===== config.mk =====
export PLATFORM = sky130hd
export DESIGN_NAME = uart_rx_deframer
export DESIGN_NICKNAME = d
export VERILOG_FILES = /design/src/rtl/uart_pkg.sv /design/src/rtl/uart_sync_fifo.sv /design/src/rtl/uart_rx_deframer.sv
export SDC_FILE = /design/constraint.sdc
export NUM_CORES = 1
export LEC_CHECK = 0
export ABC_AREA = 1
export BUFFER_PORTS_ARGS = -buffer_cell sky130_fd_sc_hd__buf_4
export CAP_MARGIN = 15
export CELL_PAD_IN_SITES_DETAIL_PLACEMENT = 1
export CELL_PAD_IN_SITES_GLOBAL_PLACEMENT = 2
export CORE_MARGIN = 4
export CORE_UTILIZATION = 30
export DETAILED_ROUTE_END_ITERATION = 12
export PLACE_DENSITY = 0.74
export REMOVE_ABC_BUFFERS = 1
export SYNTH_ARGS = -nofsm -noshare
export SYNTH_HDL_FRONTEND = slang
export SYNTH_SLANG_ARGS = --single-unit

===== constraint.sdc =====
create_clock -name clock -period 2.03 [get_ports clock]
set_input_delay 0.406 -clock clock [delete_from_list [all_inputs] [get_ports clock]]
set_output_delay 0.406 -clock clock [all_outputs]
set_load 0.05 [all_outputs]

===== src/rtl/uart_pkg.sv =====
// Shared frame layout and error bundle for the UART receive deframer.
// Bit positions match the raw 12-bit frame produced by uart_rx.
package uart_pkg;

  localparam int FRAME_W   = 12;
  localparam int STOP_BIT  = 11;
  localparam int DATA_MSB  = 10;
  localparam int DATA_LSB  = 3;
  localparam int PAR_BIT   = 2;
  localparam int START_BIT = 1;

  typedef struct packed {
    logic overflow;
    logic framing;
    logic parity;
  } uart_err_t;

endpackage


===== src/rtl/uart_sync_fifo.sv =====
// Synchronous FIFO with wrapping pointers and a separate occupancy count.
// The head is masked to zero while empty so the output is clean after reset.
module uart_sync_fifo #(
  parameter int W     = 8,
  parameter int DEPTH = 16,
  localparam int AW   = $clog2(DEPTH),
  localparam int CW   = $clog2(DEPTH) + 1
) (
  input  logic          clock,
  input  logic          nreset,
  input  logic          wr_en,
  input  logic [W-1:0]  wr_data,
  input  logic          rd_en,
  output logic [W-1:0]  rd_data,
  output logic          empty,
  output logic          full,
  output logic [CW-1:0] count
);

  logic [W-1:0]  mem [DEPTH];
  logic [AW-1:0] wptr;
  logic [AW-1:0] rptr;
  logic          wr;
  logic          rd;

  assign empty   = (count == '0);
  assign full    = (count == CW'(DEPTH));
  assign rd      = rd_en && !empty;
  assign wr      = wr_en && (!full || rd);
  assign rd_data = empty ? '0 : mem[rptr];

  // Storage array; contents are don't-care until written.
  always_ff @(posedge clock) begin
    if (wr) mem[wptr] <= wr_data;
  end

  // Pointers wrap naturally at DEPTH; count tracks net push/pop.
  always_ff @(posedge clock) begin
    if (!nreset) begin
      wptr  <= '0;
      rptr  <= '0;
      count <= '0;
    end else begin
      if (wr) wptr <= wptr + AW'(1);
      if (rd) rptr <= rptr + AW'(1);
      if (wr && !rd)
        count <= count + CW'(1);
      else if (rd && !wr)
        count <= count - CW'(1);
    end
  end

endmodule


===== src/rtl/uart_rx_deframer.sv =====
// Checks raw uart_rx frames, queues good bytes, keeps sticky error flags.
// Parity checking is enabled by defining UART_RX_PARITY_EN.
module uart_rx_deframer
  import uart_pkg::*;
#(
  parameter int DEPTH      = 16,
  parameter int PARITY_ODD = 0,
  parameter int DROP_BAD   = 1,
  localparam int CW        = $clog2(DEPTH) + 1
) (
  input  logic               clock,
  input  logic               nreset,
  input  logic [FRAME_W-1:0] frame,
  input  logic               frame_valid,
  output logic [7:0]         m_data,
  output logic               m_valid,
  input  logic               m_ready,
  output logic [CW-1:0]      count,
  output logic               overflow,
  output logic               framing_err,
  output logic               parity_err,
  input  logic               clear_err
);

  logic      bad_frame;
  logic      bad_par;
  logic      store;
  logic      pop;
  logic      empty;
  logic      full;
  uart_err_t err;
  uart_err_t hit;
  logic      unused_bits;

  assign bad_frame = frame[START_BIT] || !frame[STOP_BIT];

`ifdef UART_RX_PARITY_EN
  assign bad_par = (^frame[DATA_MSB:PAR_BIT]) != 1'(PARITY_ODD);
  assign unused_bits = frame[0];
`else
  assign bad_par = 1'b0;
  assign unused_bits = ^{frame[0], frame[PAR_BIT], 1'(PARITY_ODD)};
`endif

  assign store = frame_valid &&
                 (!(bad_frame || bad_par) || DROP_BAD == 0);
  assign pop   = m_valid && m_ready;

  uart_sync_fifo #(
    .W     (8),
    .DEPTH (DEPTH)
  ) u_fifo (
    .clock   (clock),
    .nreset  (nreset),
    .wr_en   (store),
    .wr_data (frame[DATA_MSB:DATA_LSB]),
    .rd_en   (pop),
    .rd_data (m_data),
    .empty   (empty),
    .full    (full),
    .count   (count)
  );

  assign m_valid = !empty;

  // Events that raise a sticky flag this cycle.
  always_comb begin
    hit          = '0;
    hit.overflow = store && full && !pop;
    hit.framing  = frame_valid && bad_frame;
    hit.parity   = frame_valid && bad_par;
  end

  // Sticky flags; a new event beats a simultaneous clear.
  always_ff @(posedge clock) begin
    if (!nreset)
      err <= '0;
    else if (clear_err)
      err <= hit;
    else
      err <= err | hit;
  end

  assign overflow    = err.overflow;
  assign framing_err = err.framing;
  assign parity_err  = err.parity;

endmodule


==> insert_results.sql <==
INSERT INTO impl_metrics (metric_group, metric, value, unit) VALUES
('run_status', 'status', 'complete, but fails checks', ''),
('run_status', 'violations', 'setup timing', ''),
('worst_setup_path', 'timing.critical_path.required', '1.62', 'ns'),
('yosys', 'postSynthRegisterBits', '147', ''),
('pwr', 'report.power.total', '10.4', 'mW'),
('drt', 'drtAntennaViolNets', '0', ''),
('placement', 'gpl.final_weighted_congestion', '0.795', ''),
('yosys', 'synthesis.yosys.warnings', '0', ''),
('worst_setup_path', 'worst-path-buf-inv', '3', ''),
('die', 'dieArea', '23100', 'µm²'),
('cts', 'cts_root_buf', 'sky130_fd_sc_hd__clkbuf_16', ''),
('placement', 'io_buffer_count', '30', ''),
('grt', 'grt_first_pass_wirelength', '25200', 'µm'),
('pwr', 'leakage', '2.98', 'nW'),
('cts', 'cts_buffer_depth', '2', ''),
('cts', 'clock_sink_count', '147', ''),
('die', 'dieHeight', '152', 'µm'),
('worst_setup_path', 'arrival', '1.87', 'ns'),
('timing', 'timing.hold.ws', '0.263', 'ns'),
('worst_setup_path', 'cpMaxStageDelayCell', 'sky130_fd_sc_hd__dfxtp_4', ''),
('worst_setup_path', 'stage_delay_of_the_slowest_cell_on_the_critical_path', '0.40', 'ns'),
('worst_setup_path', 'cp.depth', '9', ''),
('timing', 'min_period', '2.28', 'ns'),
('cells_and_area', 'final_cell_mix', 'sky130_fd_sc_hd__nand2_1, sky130_fd_sc_hd__edfxtp_1, sky130_fd_sc_hd__nand3_1, sky130_fd_sc_hd__buf_4, sky130_fd_sc_hd__nor2_1', ''),
('timing', 'timing.fmax', '0.438', 'GHz'),
('grt', 'number_of_antenna_violations_at_the_first_check_in_global_routing', '0', ''),
('yosys', 'netlist_area', '6220', 'µm²'),
('drt', 'detail_route.wl_per_cell', '17.1', 'µm'),
('cts', 'worst_skew_pair.late_latency', '0.42', 'ns'),
('timing', 'rsz0062_at_grt', 'yes', ''),
('worst_setup_path', 'critical_path.top_delay_family', 'simple AND/OR/NAND/NOR gates', ''),
('cts', 'clock_slew_at_the_register_clock_pins_of_the_worst_setup_and_hold_paths', '0.06', 'ns'),
('die', 'initial_core_util', '0.306', ''),
('pwr', 'vdd_drop_max', '1100', 'µV'),
('timing', 'clock-skew-final', '0.0121', 'ns'),
('cts', 'clock_buffer_count_from_cts', '17', ''),
('worst_setup_path', 'endpoint_kind', 'output port', ''),
('worst_setup_path', 'timing.critical_path.to', 'm_data[6]', ''),
('placement', 'dp_hpwl', '10700', 'µm'),
('timing', 'layout_setup_ws', '-0.251', 'ns'),
('yosys', 'syn-instance-count', '561', ''),
('worst_hold_path', 'worstHoldPathType', 'primary input to register', ''),
('cells_and_area', 'final_layout_size_suffix_gt1_frac', '0.234', ''),
('grt', 'overflow', '0', ''),
('yosys', 'synth_area_leaders', 'sky130_fd_sc_hd__edfxtp_1, sky130_fd_sc_hd__nand2_1, sky130_fd_sc_hd__nand3_1, sky130_fd_sc_hd__dfxtp_1, sky130_fd_sc_hd__buf_6', ''),
('worst_setup_path', 'cp-start-kind', 'register', ''),
('die', 'row_count', '52', ''),
('cts', 'cts_tree', 'yes', ''),
('timing', 'final-setup-viol-count', '8', ''),
('drt', 'post-route-drc-count', '0', ''),
('cts', 'cts_hold_repair.buffers', '0', ''),
('drt', 'drtPass1Iterations', '4', ''),
('worst_setup_path', 'r2r_cells', '14', ''),
('timing', 'slew_violations', '0', ''),
('die', 'fp.dieW', '152', 'µm'),
('yosys', 'synth_area_per_cell', '11.1', 'µm²'),
('cells_and_area', 'area_delta_synth_final', '26.5', '%'),
('cts', 'cts.htree.levels', '4', ''),
('die', 'fp.coreArea', '20300', 'µm²'),
('yosys', 'synth_top_area_cell', 'sky130_fd_sc_hd__edfxtp_1', ''),
('yosys', 'synth_largest_type_area_fraction', '0.618', ''),
('worst_setup_path', 'crit-reg2reg-launch', 'u_fifo.count[2]', ''),
('drt', 'drt_wl_total', '15800', 'µm'),
('yosys', 'synth.yosys.seq_area_share', '0.679', ''),
('grt', 'number_of_global_route_vias_before_repair', '4687', ''),
('pwr', 'cellPowerDensity', '1320', 'nW/µm²'),
('worst_setup_path', 'path_max_fanout', '10', ''),
('timing', 'timing.setup.tns', '-1.62', 'ns'),
('cells_and_area', 'most_common_library_cell_in_the_layout_ignoring_fill_and_taps', 'sky130_fd_sc_hd__nand2_1', ''),
('worst_setup_path', 'crit_top_cell', 'sky130_fd_sc_hd__nand2_1', ''),
('drt', 'drtIter0Drc', '295', '');
-- worst min path at each step --
| stage | start | end | slack, ns |
|---|---|---|---|
| after floorplan | u_fifo.rptr[2] | register | 0.45 |
| after global routing | clear_err | framing_err | 0.26 |
| after detailed placement | framing_err | framing_err | 0.47 |
| final | clear_err | framing_err | 0.26 |
| after global placement | framing_err | framing_err | 0.46 |
| after CTS | clear_err | framing_err | 0.24 |
-- what timing repair did --
item,in CTS,in global routing
buffers inserted,1,5
resized for setup,34,29
endpoints found under the setup margin,11,11
pin swaps,3,11
cloned,2,0
-- power by group --
group          leakage, nW  switching [mW]  internal [mW]
clock network        0.282            1.25           1.84
registers             1.31           0.105           3.38
logic                 1.39            2.32           1.48
total                 2.98            3.68           6.70
-- final cells by class --
class,instances,area (µm²)
fillers,2217,12400
flip-flops and latches,147,4230
multi-input cells,368,1820
repair buffers,85,790
clock buffers,20,437
well taps,270,338
clock inverters,12,149
inverters,21,100
-- synth_stat cells --
cell / n
sky130_fd_sc_hd__a21oi_1: 19
sky130_fd_sc_hd__a21oi_2: 1
sky130_fd_sc_hd__buf_2: 6
sky130_fd_sc_hd__buf_4: 5
sky130_fd_sc_hd__buf_6: 12
sky130_fd_sc_hd__clkbuf_1: 2
sky130_fd_sc_hd__conb_1: 1
sky130_fd_sc_hd__dfxtp_1: 19
sky130_fd_sc_hd__edfxtp_1: 128
sky130_fd_sc_hd__fa_1: 1
sky130_fd_sc_hd__ha_1: 9
sky130_fd_sc_hd__inv_1: 18
sky130_fd_sc_hd__inv_2: 3
sky130_fd_sc_hd__nand2_1: 183
sky130_fd_sc_hd__nand2_2: 2
sky130_fd_sc_hd__nand2_4: 1
sky130_fd_sc_hd__nand2b_1: 1
sky130_fd_sc_hd__nand3_1: 102
sky130_fd_sc_hd__nand3_2: 1
sky130_fd_sc_hd__nand4_1: 1
sky130_fd_sc_hd__nor2_1: 28
sky130_fd_sc_hd__nor2_2: 1
sky130_fd_sc_hd__nor3b_2: 1
sky130_fd_sc_hd__o21ai_0: 8
sky130_fd_sc_hd__o21ai_1: 2
sky130_fd_sc_hd__or2_2: 1
sky130_fd_sc_hd__xnor2_1: 1
sky130_fd_sc_hd__xor2_1: 4
-- sequential cells by signal, summed over array words and instances, names as in the netlist, named ones only --
signal        count
overflow          1
framing_err       1
u_fifo.count      5
u_fifo.mem      128
u_fifo.rptr       4
u_fifo.wptr       4
-- worst reg2reg max path: stages, from the launching register on --
cell and delay [ns]:
sky130_fd_sc_hd__dfxtp_2 0.33, sky130_fd_sc_hd__nor2_4 0.14, sky130_fd_sc_hd__buf_4 0.14, sky130_fd_sc_hd__nand3_2 0.07
sky130_fd_sc_hd__nand2_2 0.11, sky130_fd_sc_hd__ha_4 0.17, sky130_fd_sc_hd__inv_6 0.05, sky130_fd_sc_hd__fa_2 0.35
sky130_fd_sc_hd__nand2_2 0.06, sky130_fd_sc_hd__nand2_1 0.07, sky130_fd_sc_hd__nand2_1 0.09, sky130_fd_sc_hd__nand2b_1 0.05
sky130_fd_sc_hd__nand2_1 0.06, sky130_fd_sc_hd__nand2_1 0.06, sky130_fd_sc_hd__a21oi_2 0.13
-- logic make-up after synthesis --
| family | Yosys count | share of synthesized area |
|---|---|---|
| xor gates and xnor gates | 5 | 0.00704 |
| buffers and inverters | 46 | 0.0465 |
| adders and majority gates | 10 | 0.0213 |
| AOI/OAI and AO/OA | 30 | 0.0247 |
| other | 1 | 0.000603 |
| DFF | 147 | 0.679 |
| and+or+nand+nor | 322 | 0.221 |
-- metal layers --
metal | GRT usage | up-vias | wire, µm
li1 | - | 2093 | -
met5 | 0 | - | 0
met3 | 0.0316 | 19 | 542
met1 | 0.172 | 2144 | 6920
met2 | 0.247 | 70 | 8110
met4 | 0.0445 | 0 | 239
-- stage by stage --
stage	utilization	cell area [µm²]	worst slack, ns	std cells
CTS	0.380	7720	-0.271	918
finish	0.388	7870	-0.251	923
floorplan	-	6010	-1.11	536
global route	0.388	7870	-0.352	923
global placement	0.342	6940	-0.135	883
detailed placement	0.342	6940	-0.220	883
Power figures use the tool's default switching activity.
